===== src/rtl/pipe_pkg.sv =====
// Shared pipeline types: operand kinds, forwarding selects
// and the shadow entry tracked for instructions in flight.
package pipe_pkg;

  localparam int IDX_W = 8;

  typedef enum logic [1:0] {
    KIND_NONE = 2'b00,
    KIND_R    = 2'b01,
    KIND_P    = 2'b10,
    KIND_F    = 2'b11
  } kind_e;

  localparam logic [1:0] SEL_REG = 2'b00;
  localparam logic [1:0] SEL_MM  = 2'b01;
  localparam logic [1:0] SEL_WB  = 2'b10;
  localparam logic [1:0] SEL_ALT = 2'b11;

  typedef struct packed {
    logic             valid;
    kind_e            kind;
    logic [IDX_W-1:0] dst;
    logic             is_load;
  } shadow_t;

  localparam shadow_t SHADOW_NONE = '{
    valid:   1'b0,
    kind:    KIND_NONE,
    dst:     '0,
    is_load: 1'b0
  };

endpackage


===== src/rtl/fwd_select.sv =====
// Match and priority for one ID source against the
// instructions that will be in MM (ex_e) and WB (mm_e).
import pipe_pkg::*;

module fwd_select #(
  parameter int REG_W = 6
) (
  input  logic             valid,
  input  kind_e            kind,
  input  logic [REG_W-1:0] idx,
  input  logic             alt,
  input  shadow_t          ex_e,
  input  shadow_t          mm_e,
  output logic [1:0]       sel,
  output logic             ex_hit,
  output logic             ld_hit
);

  logic used;
  logic mm_hit;

  assign used   = valid && !alt && (kind != KIND_NONE);
  assign ex_hit = used && ex_e.valid && (ex_e.kind == kind)
                  && (ex_e.dst == IDX_W'(idx));
  assign mm_hit = used && mm_e.valid && (mm_e.kind == kind)
                  && (mm_e.dst == IDX_W'(idx));
  assign ld_hit = ex_hit && ex_e.is_load;

  // Newest producer wins; only R sources use the WB path
  always_comb begin
    sel = SEL_REG;
    if (valid && alt)
      sel = SEL_ALT;
    else if (kind == KIND_R && ex_hit)
      sel = SEL_MM;
    else if (kind == KIND_R && mm_hit)
      sel = SEL_WB;
  end

endmodule


===== src/rtl/hazard_unit.sv =====
// ID/EX hazard and forwarding controller: shadow pipeline,
// registered mux selects, load-use and multi-cycle stalls.
import pipe_pkg::*;

module hazard_unit #(
  parameter int REG_W = 6,
  parameter int LAT_W = 4
) (
  input  logic             clk,
  input  logic             rst,
  input  logic             id_valid,
  input  logic [REG_W-1:0] id_src1,
  input  logic [REG_W-1:0] id_src2,
  input  logic [1:0]       id_src1_kind,
  input  logic [1:0]       id_src2_kind,
  input  logic             id_src1_pc,
  input  logic             id_src2_imm,
  input  logic [REG_W-1:0] id_st_src,
  input  logic             id_st_use,
  input  logic             id_st_imm,
  input  logic [REG_W-1:0] id_dst,
  input  logic [1:0]       id_dst_kind,
  input  logic             id_is_load,
  input  logic [LAT_W-1:0] id_latency,
  input  logic             ex_busy,
  output logic             stall_if,
  output logic             stall_id,
  output logic             bubble_ex,
  output logic             p1_mux,
  output logic             p2_mux,
  output logic             f1_mux,
  output logic             f2_mux,
  output logic [1:0]       r1_mux,
  output logic [1:0]       r2_mux,
  output logic [1:0]       wdata_mux
);

  shadow_t ex_e, mm_e, wb_e, id_e;
  logic [LAT_W-1:0] cnt;

  kind_e k1, k2, kst;
  logic [1:0] s1_sel, s2_sel, st_sel;
  logic s1_ex, s2_ex, st_ex;
  logic s1_ld, s2_ld, st_ld;
  logic mc, lu, adv;

  assign k1  = kind_e'(id_src1_kind);
  assign k2  = kind_e'(id_src2_kind);
  assign kst = id_st_use ? KIND_R : KIND_NONE;

  fwd_select #(.REG_W(REG_W)) u_s1 (
    .valid(id_valid), .kind(k1), .idx(id_src1),
    .alt(id_src1_pc), .ex_e(ex_e), .mm_e(mm_e),
    .sel(s1_sel), .ex_hit(s1_ex), .ld_hit(s1_ld)
  );

  fwd_select #(.REG_W(REG_W)) u_s2 (
    .valid(id_valid), .kind(k2), .idx(id_src2),
    .alt(id_src2_imm), .ex_e(ex_e), .mm_e(mm_e),
    .sel(s2_sel), .ex_hit(s2_ex), .ld_hit(s2_ld)
  );

  fwd_select #(.REG_W(REG_W)) u_st (
    .valid(id_valid), .kind(kst), .idx(id_st_src),
    .alt(id_st_imm), .ex_e(ex_e), .mm_e(mm_e),
    .sel(st_sel), .ex_hit(st_ex), .ld_hit(st_ld)
  );

  assign mc        = (cnt != '0) || ex_busy;
  assign lu        = s1_ld || s2_ld || st_ld;
  assign stall_id  = mc || lu;
  assign stall_if  = stall_id;
  assign bubble_ex = lu && !mc;
  assign adv       = !stall_id;

  assign id_e = '{
    valid:   id_valid,
    kind:    kind_e'(id_dst_kind),
    dst:     IDX_W'(id_dst),
    is_load: id_is_load
  };

  // Multi-cycle hold freezes everything; load-use inserts a bubble
  always_ff @(posedge clk or posedge rst) begin
    if (rst) begin
      ex_e <= SHADOW_NONE;
      mm_e <= SHADOW_NONE;
      wb_e <= SHADOW_NONE;
    end else if (!mc) begin
      ex_e <= lu ? SHADOW_NONE : id_e;
      mm_e <= ex_e;
      wb_e <= mm_e;
    end
  end

  // EX busy pauses the latency count as well as the pipe
  always_ff @(posedge clk or posedge rst) begin
    if (rst)
      cnt <= '0;
    else if (mc) begin
      if (cnt != '0 && !ex_busy)
        cnt <= cnt - 1'b1;
    end else if (adv && id_valid)
      cnt <= id_latency;
  end

  always_ff @(posedge clk or posedge rst) begin
    if (rst) begin
      r1_mux    <= SEL_REG;
      r2_mux    <= SEL_REG;
      wdata_mux <= SEL_REG;
      p1_mux    <= 1'b0;
      p2_mux    <= 1'b0;
      f1_mux    <= 1'b0;
      f2_mux    <= 1'b0;
    end else if (adv) begin
      r1_mux    <= s1_sel;
      r2_mux    <= s2_sel;
      wdata_mux <= st_sel;
      p1_mux    <= s1_ex && (k1 == KIND_P);
      p2_mux    <= s2_ex && (k2 == KIND_P);
      f1_mux    <= s1_ex && (k1 == KIND_F);
      f2_mux    <= s2_ex && (k2 == KIND_F);
    end
  end

endmodule


===== config.mk =====
export PLATFORM = sky130hd
export DESIGN_NAME = hazard_unit
export DESIGN_NICKNAME = d
export VERILOG_FILES = /design/src/rtl/pipe_pkg.sv /design/src/rtl/fwd_select.sv /design/src/rtl/hazard_unit.sv
export SDC_FILE = /design/constraint.sdc
export NUM_CORES = 1
export LEC_CHECK = 0
export CORE_MARGIN = 4
export CORE_UTILIZATION = 45
export DETAILED_ROUTE_END_ITERATION = 8
export PLACE_DENSITY = 0.73
export SYNTH_ARGS = -nofsm -noshare
export SYNTH_HDL_FRONTEND = slang
export SYNTH_SLANG_ARGS = --single-unit

===== constraint.sdc =====
create_clock -name clk -period 4.75 [get_ports clk]
set_clock_uncertainty 0.2 [all_clocks]
set_input_delay 1.1875 -clock clk [delete_from_list [all_inputs] [get_ports clk]]
set_output_delay 1.1875 -clock clk [all_outputs]
set_load 0.01 [all_outputs]

-- Word level (Yosys, flattened, before mapping)
Cells that the tools add are included.
- bits in registers: 37
- input bits: 43
- output and inout bits: 13
- logic and storage cells: 109
- $add $sub $neg: 1
- eq/ne operators: 20
- muxes and demuxes: 14
- reductions and logical operators: 59
- operator list (kind ; count):
    8-bit by 6-bit equality test with 1-bit output ; 6
    1-bit logical AND ; 43
    2-bit two-way mux ; 9
    12-bit two-way mux ; 1
    4-bit two-way mux ; 3
    2-bit equality test ; 4
    2-bit equality test (second input constant) ; 4
    2-bit nonzero test ; 4
    1-bit logical NOT ; 6
    2-bit by 1-bit equality test with 1-bit output ; 2
    2-bit by 1-bit equality test with 1-bit output (second input constant) ; 2
    1-bit logical OR ; 4
    4-bit nonzero test ; 1
    4-bit by 1-bit subtractor with 4-bit output (second input constant) ; 1
    2-bit by 1-bit inequality test with 1-bit output (second input constant) ; 1
    2-bit AND reduction ; 1
    1-bit equality test (second input constant) ; 1
    1-bit two-way mux ; 1

-- Logic depth before layout (Yosys ltp)
- depth after elaboration: 14
- depth in mapped cells: 9
- depth with buffers taken out: 7

-- By module
From an unflattened synthesis, not the netlist that was laid out.
- cells, all modules: 209
- area, all modules: 2272.2 µm²
- modules (own cells, without submodules) (module ; instances ; cells each ; area each (µm²) ; seq. area each (µm²)):
    hazard_unit ; 1 ; 116 ; 1502.7 ; 850.8
    fwd_select ; 3 ; 31 ; 256.5 ; 0.0

-- Worst setup path before layout
Ideal clock, no wire load.
- path type: input to output
- from: input id_src2[5]
- to: output stall_if
- data arrival time: 2809 ps
- data required time: 3363 ps
- setup slack: 553 ps
- cell stages on the path: 8
- path buffers: 2
- cells stage by stage: xor2_1 or4b_4 nor4_4 o31ai_2 and2_4 buf_2 inv_2 buf_4
- cells in the longest elaborated chain, start to end: 6
- RTL lines (element ; line ; text):
    start: declaration ; hazard_unit.sv:13 ; input logic [REG_W-1:0] id_src2,
    8-bit by 6-bit equality test with 1-bit output ; fwd_select.sv:24 ; && (ex_e.dst == IDX_W'(idx));
    1-bit logical AND ; fwd_select.sv:24 ;
    1-bit logical AND ; fwd_select.sv:27 ; assign ld_hit = ex_hit && ex_e.is_load;
    1-bit logical OR (2 in a row) ; hazard_unit.sv:70 ; assign lu = s1_ld || s2_ld || st_ld;
    1-bit logical OR ; hazard_unit.sv:71 ; assign stall_id = mc || lu;
    end: declaration ; hazard_unit.sv:26 ; output logic stall_if,
No other way between the ends.

-- Worst setup path after layout
Same ends and word-level chain as after synthesis.

==> Flow_metrics.wiki <==
{| class="wikitable"
! Metric !! Value
|-
| Status || complete, no violations
|-
| Arr. time, crit path || 3030 ps
|-
| Post-DR vias/cell || 5.29
|-
| Setup slack, reg-to-reg || 2170 ps
|-
| Later-pin clock latency in the skew report || 290 ps
|-
| GR Overflow Total || 0
|-
| Post-Synthesis Mean Instance Area || 9.16 um2
|-
| Cell-by-cell trace of the critical path || clkdlybuf4s50_1, xor2_1, or4b_4, nor4_4, o31ai_4, and2_4, inv_2, dlymetal6s2s_1
|-
| Total GRT Usage || 20.1%
|-
| Via count of the first global-routing pass || 1,983
|-
| Detail Route Antenna Nets || 0
|-
| Leading cell types in the layout, fill and taps excluded || sky130_fd_sc_hd__clkdlybuf4s50_1 (51), sky130_fd_sc_hd__nand2_1 (45), sky130_fd_sc_hd__xnor2_1 (33), sky130_fd_sc_hd__dfrtp_1 (33), sky130_fd_sc_hd__buf_4 (19)
|-
| Detailed Place HPWL || 4310 um
|-
| Launching point of the worst reg2reg path || ex_e[6]
|-
| Routed wire length per instance || 15.6 um
|-
| Die Y-Extent || 76.9 um
|-
| Commonest register cell after synthesis || sky130_fd_sc_hd__dfrtp_1
|-
| Worst Hold Depth || 1
|-
| Remaining DRCs || 0
|-
| Filler Cell Count || 376
|-
| Slew of the pin with the lowest slew margin || 424 ps
|-
| Sum of negative setup slack || 0 ps
|-
| Drt first pass iters || 4
|-
| Antenna diode count || 0
|-
| Post-route clock period utilization || 93.0%
|-
| IO Count || 56
|-
| Rel. slew slack || 71.7%
|-
| CTS clk-pin slew, worst paths || 60 ps
|-
| H-tree Lvls || 2
|-
| FP Rows || 24
|-
| Clock tree root driver cell || sky130_fd_sc_hd__clkbuf_8
|-
| Crit path largest cell delay || 530 ps
|-
| Placed Area || 2810 um2
|-
| Async S/R FF share, synth || 100%
|-
| Cell depth of the worst setup path || 8
|-
| Design Area, Final || 2930 um2
|-
| Layout-stage area growth over the synthesis result || 37.3%
|-
| Number of nets in the synthesized netlist || 278
|-
| Warnings from Yosys || 0
|-
| Num CTS Buffers || 5
|-
| Number of clock sinks || 33
|-
| Global-route wire length before repair || 9430 um
|-
| Minimum clock period || 4420 ps
|-
| Proportion of synthesized chip area in sequential cells || 38.7%
|-
| Seq cells post-synth || 33
|-
| Smallest hold slack || 308 ps
|-
| Number of antenna violations at the first check in global routing || 0
|-
| Reported leakage power || 0.00125 uW
|-
| Final Hold Violating Endpoints || 0
|-
| Worst-case vdd ir drop || 209 uV
|-
| Final setup viols || 0
|-
| Capture point of the worst reg-to-reg path || wdata_mux[1]
|-
| Core Footprint || 4470 um2
|-
| Number of maximum-capacitance violations || 0
|-
| Detailed router's first-iteration violation count || 117
|-
| Initial core utilization || 47.7%
|-
| Number of enable flip-flop cells after synthesis || 0
|-
| Count of cells along the worst register-to-register path || 7
|-
| Total Routed Length || 5500 um
|-
| Worst setup EP type || output port
|-
| Worst setup path category || in2out
|-
| Routed via count || 1,866
|-
| Setup repair after global routing missed its margin || no
|-
| Hold path start || wdata_mux[1]
|-
| Number of buffer and inverter stages on the critical path || 3
|-
| Die outline width || 76.9 um
|-
| Gate family responsible for the most delay along the worst path || simple AND/OR/NAND/NOR gates
|-
| Area of the die || 5910 um2
|-
| Most common cell after layout, fill and taps aside || sky130_fd_sc_hd__clkdlybuf4s50_1
|-
| Post-synthesis instance area || 2130 um2
|-
| Pin count of the biggest net entering global routing || 34
|-
| Gate count after technology mapping || 233
|-
| Worst min-delay path class || reg2reg
|-
| Number of buffers between clock root and the deepest sink || 2
|-
| Final-report max-slew violation count || 0
|-
| Count of unique library cells instantiated by Yosys || 43
|-
| Cell with the largest stage delay on the worst path || sky130_fd_sc_hd__or4b_4
|-
| Startpoint Class || input pin
|-
| Required time at the endpoint of the critical path || 3360 ps
|-
| Power density over the cells || 432 nW/um2
|-
| Hold-critical path endpoint || wdata_mux[1]
|-
| Final net count || 345
|-
| Upper clock frequency limit || 226 MHz
|-
| CTS tree || yes
|-
| Placer Congestion || 0.850
|-
| Maximum fanout along the worst path || 5
|-
| Share of final-layout standard cells stronger than drive strength 1 || 13.3%
|-
| Count of input and output buffers || 55
|}
state kept, by name (all words and copies together), names as in the netlist, 2 cells and up:
name / cells
cnt: 4
ex_e: 10
wdata_mux: 2
r2_mux: 2
mm_e: 9
r1_mux: 2
cell type report:
| type | count | area, um2 | share of cell area (%) |
|---|---|---|---|
| Clock buffer | 6 | 72.6 | 2.48 |
| Tap cell | 52 | 65.1 | 2.22 |
| Sequential cell | 33 | 826 | 28.2 |
| Timing Repair Buffer | 74 | 699 | 23.9 |
| Clock inverter | 2 | 10.0 | 0.342 |
| Multi-Input combinational cell | 180 | 1230 | 42.1 |
| Inverter | 6 | 22.5 | 0.769 |
worst max path at each step:
stage / end / start / slack, ps
final: stall_if / id_src2[5] / 330
after global routing: stall_if / id_src2[5] / 270
after CTS: stall_id / id_src2[5] / -60
after detailed placement: stall_id / id_valid / -110
after global placement: stall_if / id_valid / -70
after floorplan: stall_if / id_src2[5] / 550
cell usage after synthesis (4+ instances only):
master / n / area (um2)
sky130_fd_sc_hd__nand2_1: 45 / 169
sky130_fd_sc_hd__dfrtp_1: 33 / 826
sky130_fd_sc_hd__xnor2_1: 33 / 289
sky130_fd_sc_hd__nor2_1: 16 / 60.1
sky130_fd_sc_hd__a22o_1: 9 / 78.8
sky130_fd_sc_hd__xor2_1: 9 / 78.8
sky130_fd_sc_hd__clkbuf_1: 8 / 30.0
sky130_fd_sc_hd__a21oi_1: 7 / 35.0
sky130_fd_sc_hd__nand4_1: 6 / 37.5
sky130_fd_sc_hd__inv_1: 5 / 18.8
sky130_fd_sc_hd__mux2_4: 5 / 75.1
sky130_fd_sc_hd__a31oi_1: 4 / 25.0
sky130_fd_sc_hd__nand2b_1: 4 / 25.0
per-layer routing:
metal | wire [um] | track usage (%) | share of wire (%) | vias up
met5 | 0 | 0 | 0 | -
met4 | 71 | 5.98 | 1.3 | 0
met3 | 278 | 4.45 | 5.1 | 7
met2 | 2650 | 34.1 | 48 | 48
met1 | 2500 | 25.6 | 45 | 888
li1 | - | - | - | 923
power breakdown:
| group | switching (uW) | internal (uW) | total [uW] |
|---|---|---|---|
| combinational | 228 | 301 | 529 |
| clock | 102 | 101 | 204 |
| sequential | 141 | 391 | 532 |
timing repair:
action | 4_1_cts | 5_1_grt
endpoints found under the hold margin | 0 | 0
resized for setup | 3 | 5
setup buffers | 0 | 1
hold buffers | 0 | 0
pin swaps | 0 | 1
setup endpoints to repair | 3 | 3
kinds of logic (layout without fill, tap and decap cells):
family / count (synthesis) / in the layout / synth area share, %
AND/OR/NAND/NOR: 96 / 96 / 22.8
buffers and inverters: 20 / 88 / 4.57
adder cells (fa/ha/maj): 2 / 2 / 1.17
multiplexers: 7 / 7 / 4.46
AO/OA/AOI/OAI: 33 / 33 / 11.1
flip-flops: 33 / 33 / 38.7
XOR/XNOR: 42 / 42 / 17.2
stage by stage:
stage / util [%] / std cells / total power [uW] / worst slack (ps)
3_5_place_dp: 62.8 / 344 / 1060 / -106
6_report: 65.5 / 353 / 1260 / 332
2_1_floorplan: - / 233 / 871 / 553
3_3_place_gp: 62.8 / 344 / 1040 / -74.8
5_1_grt: 65.5 / 353 / 1350 / 272
4_1_cts: 64.9 / 352 / 1270 / -61.7
(Power assumes the default switching activity.)
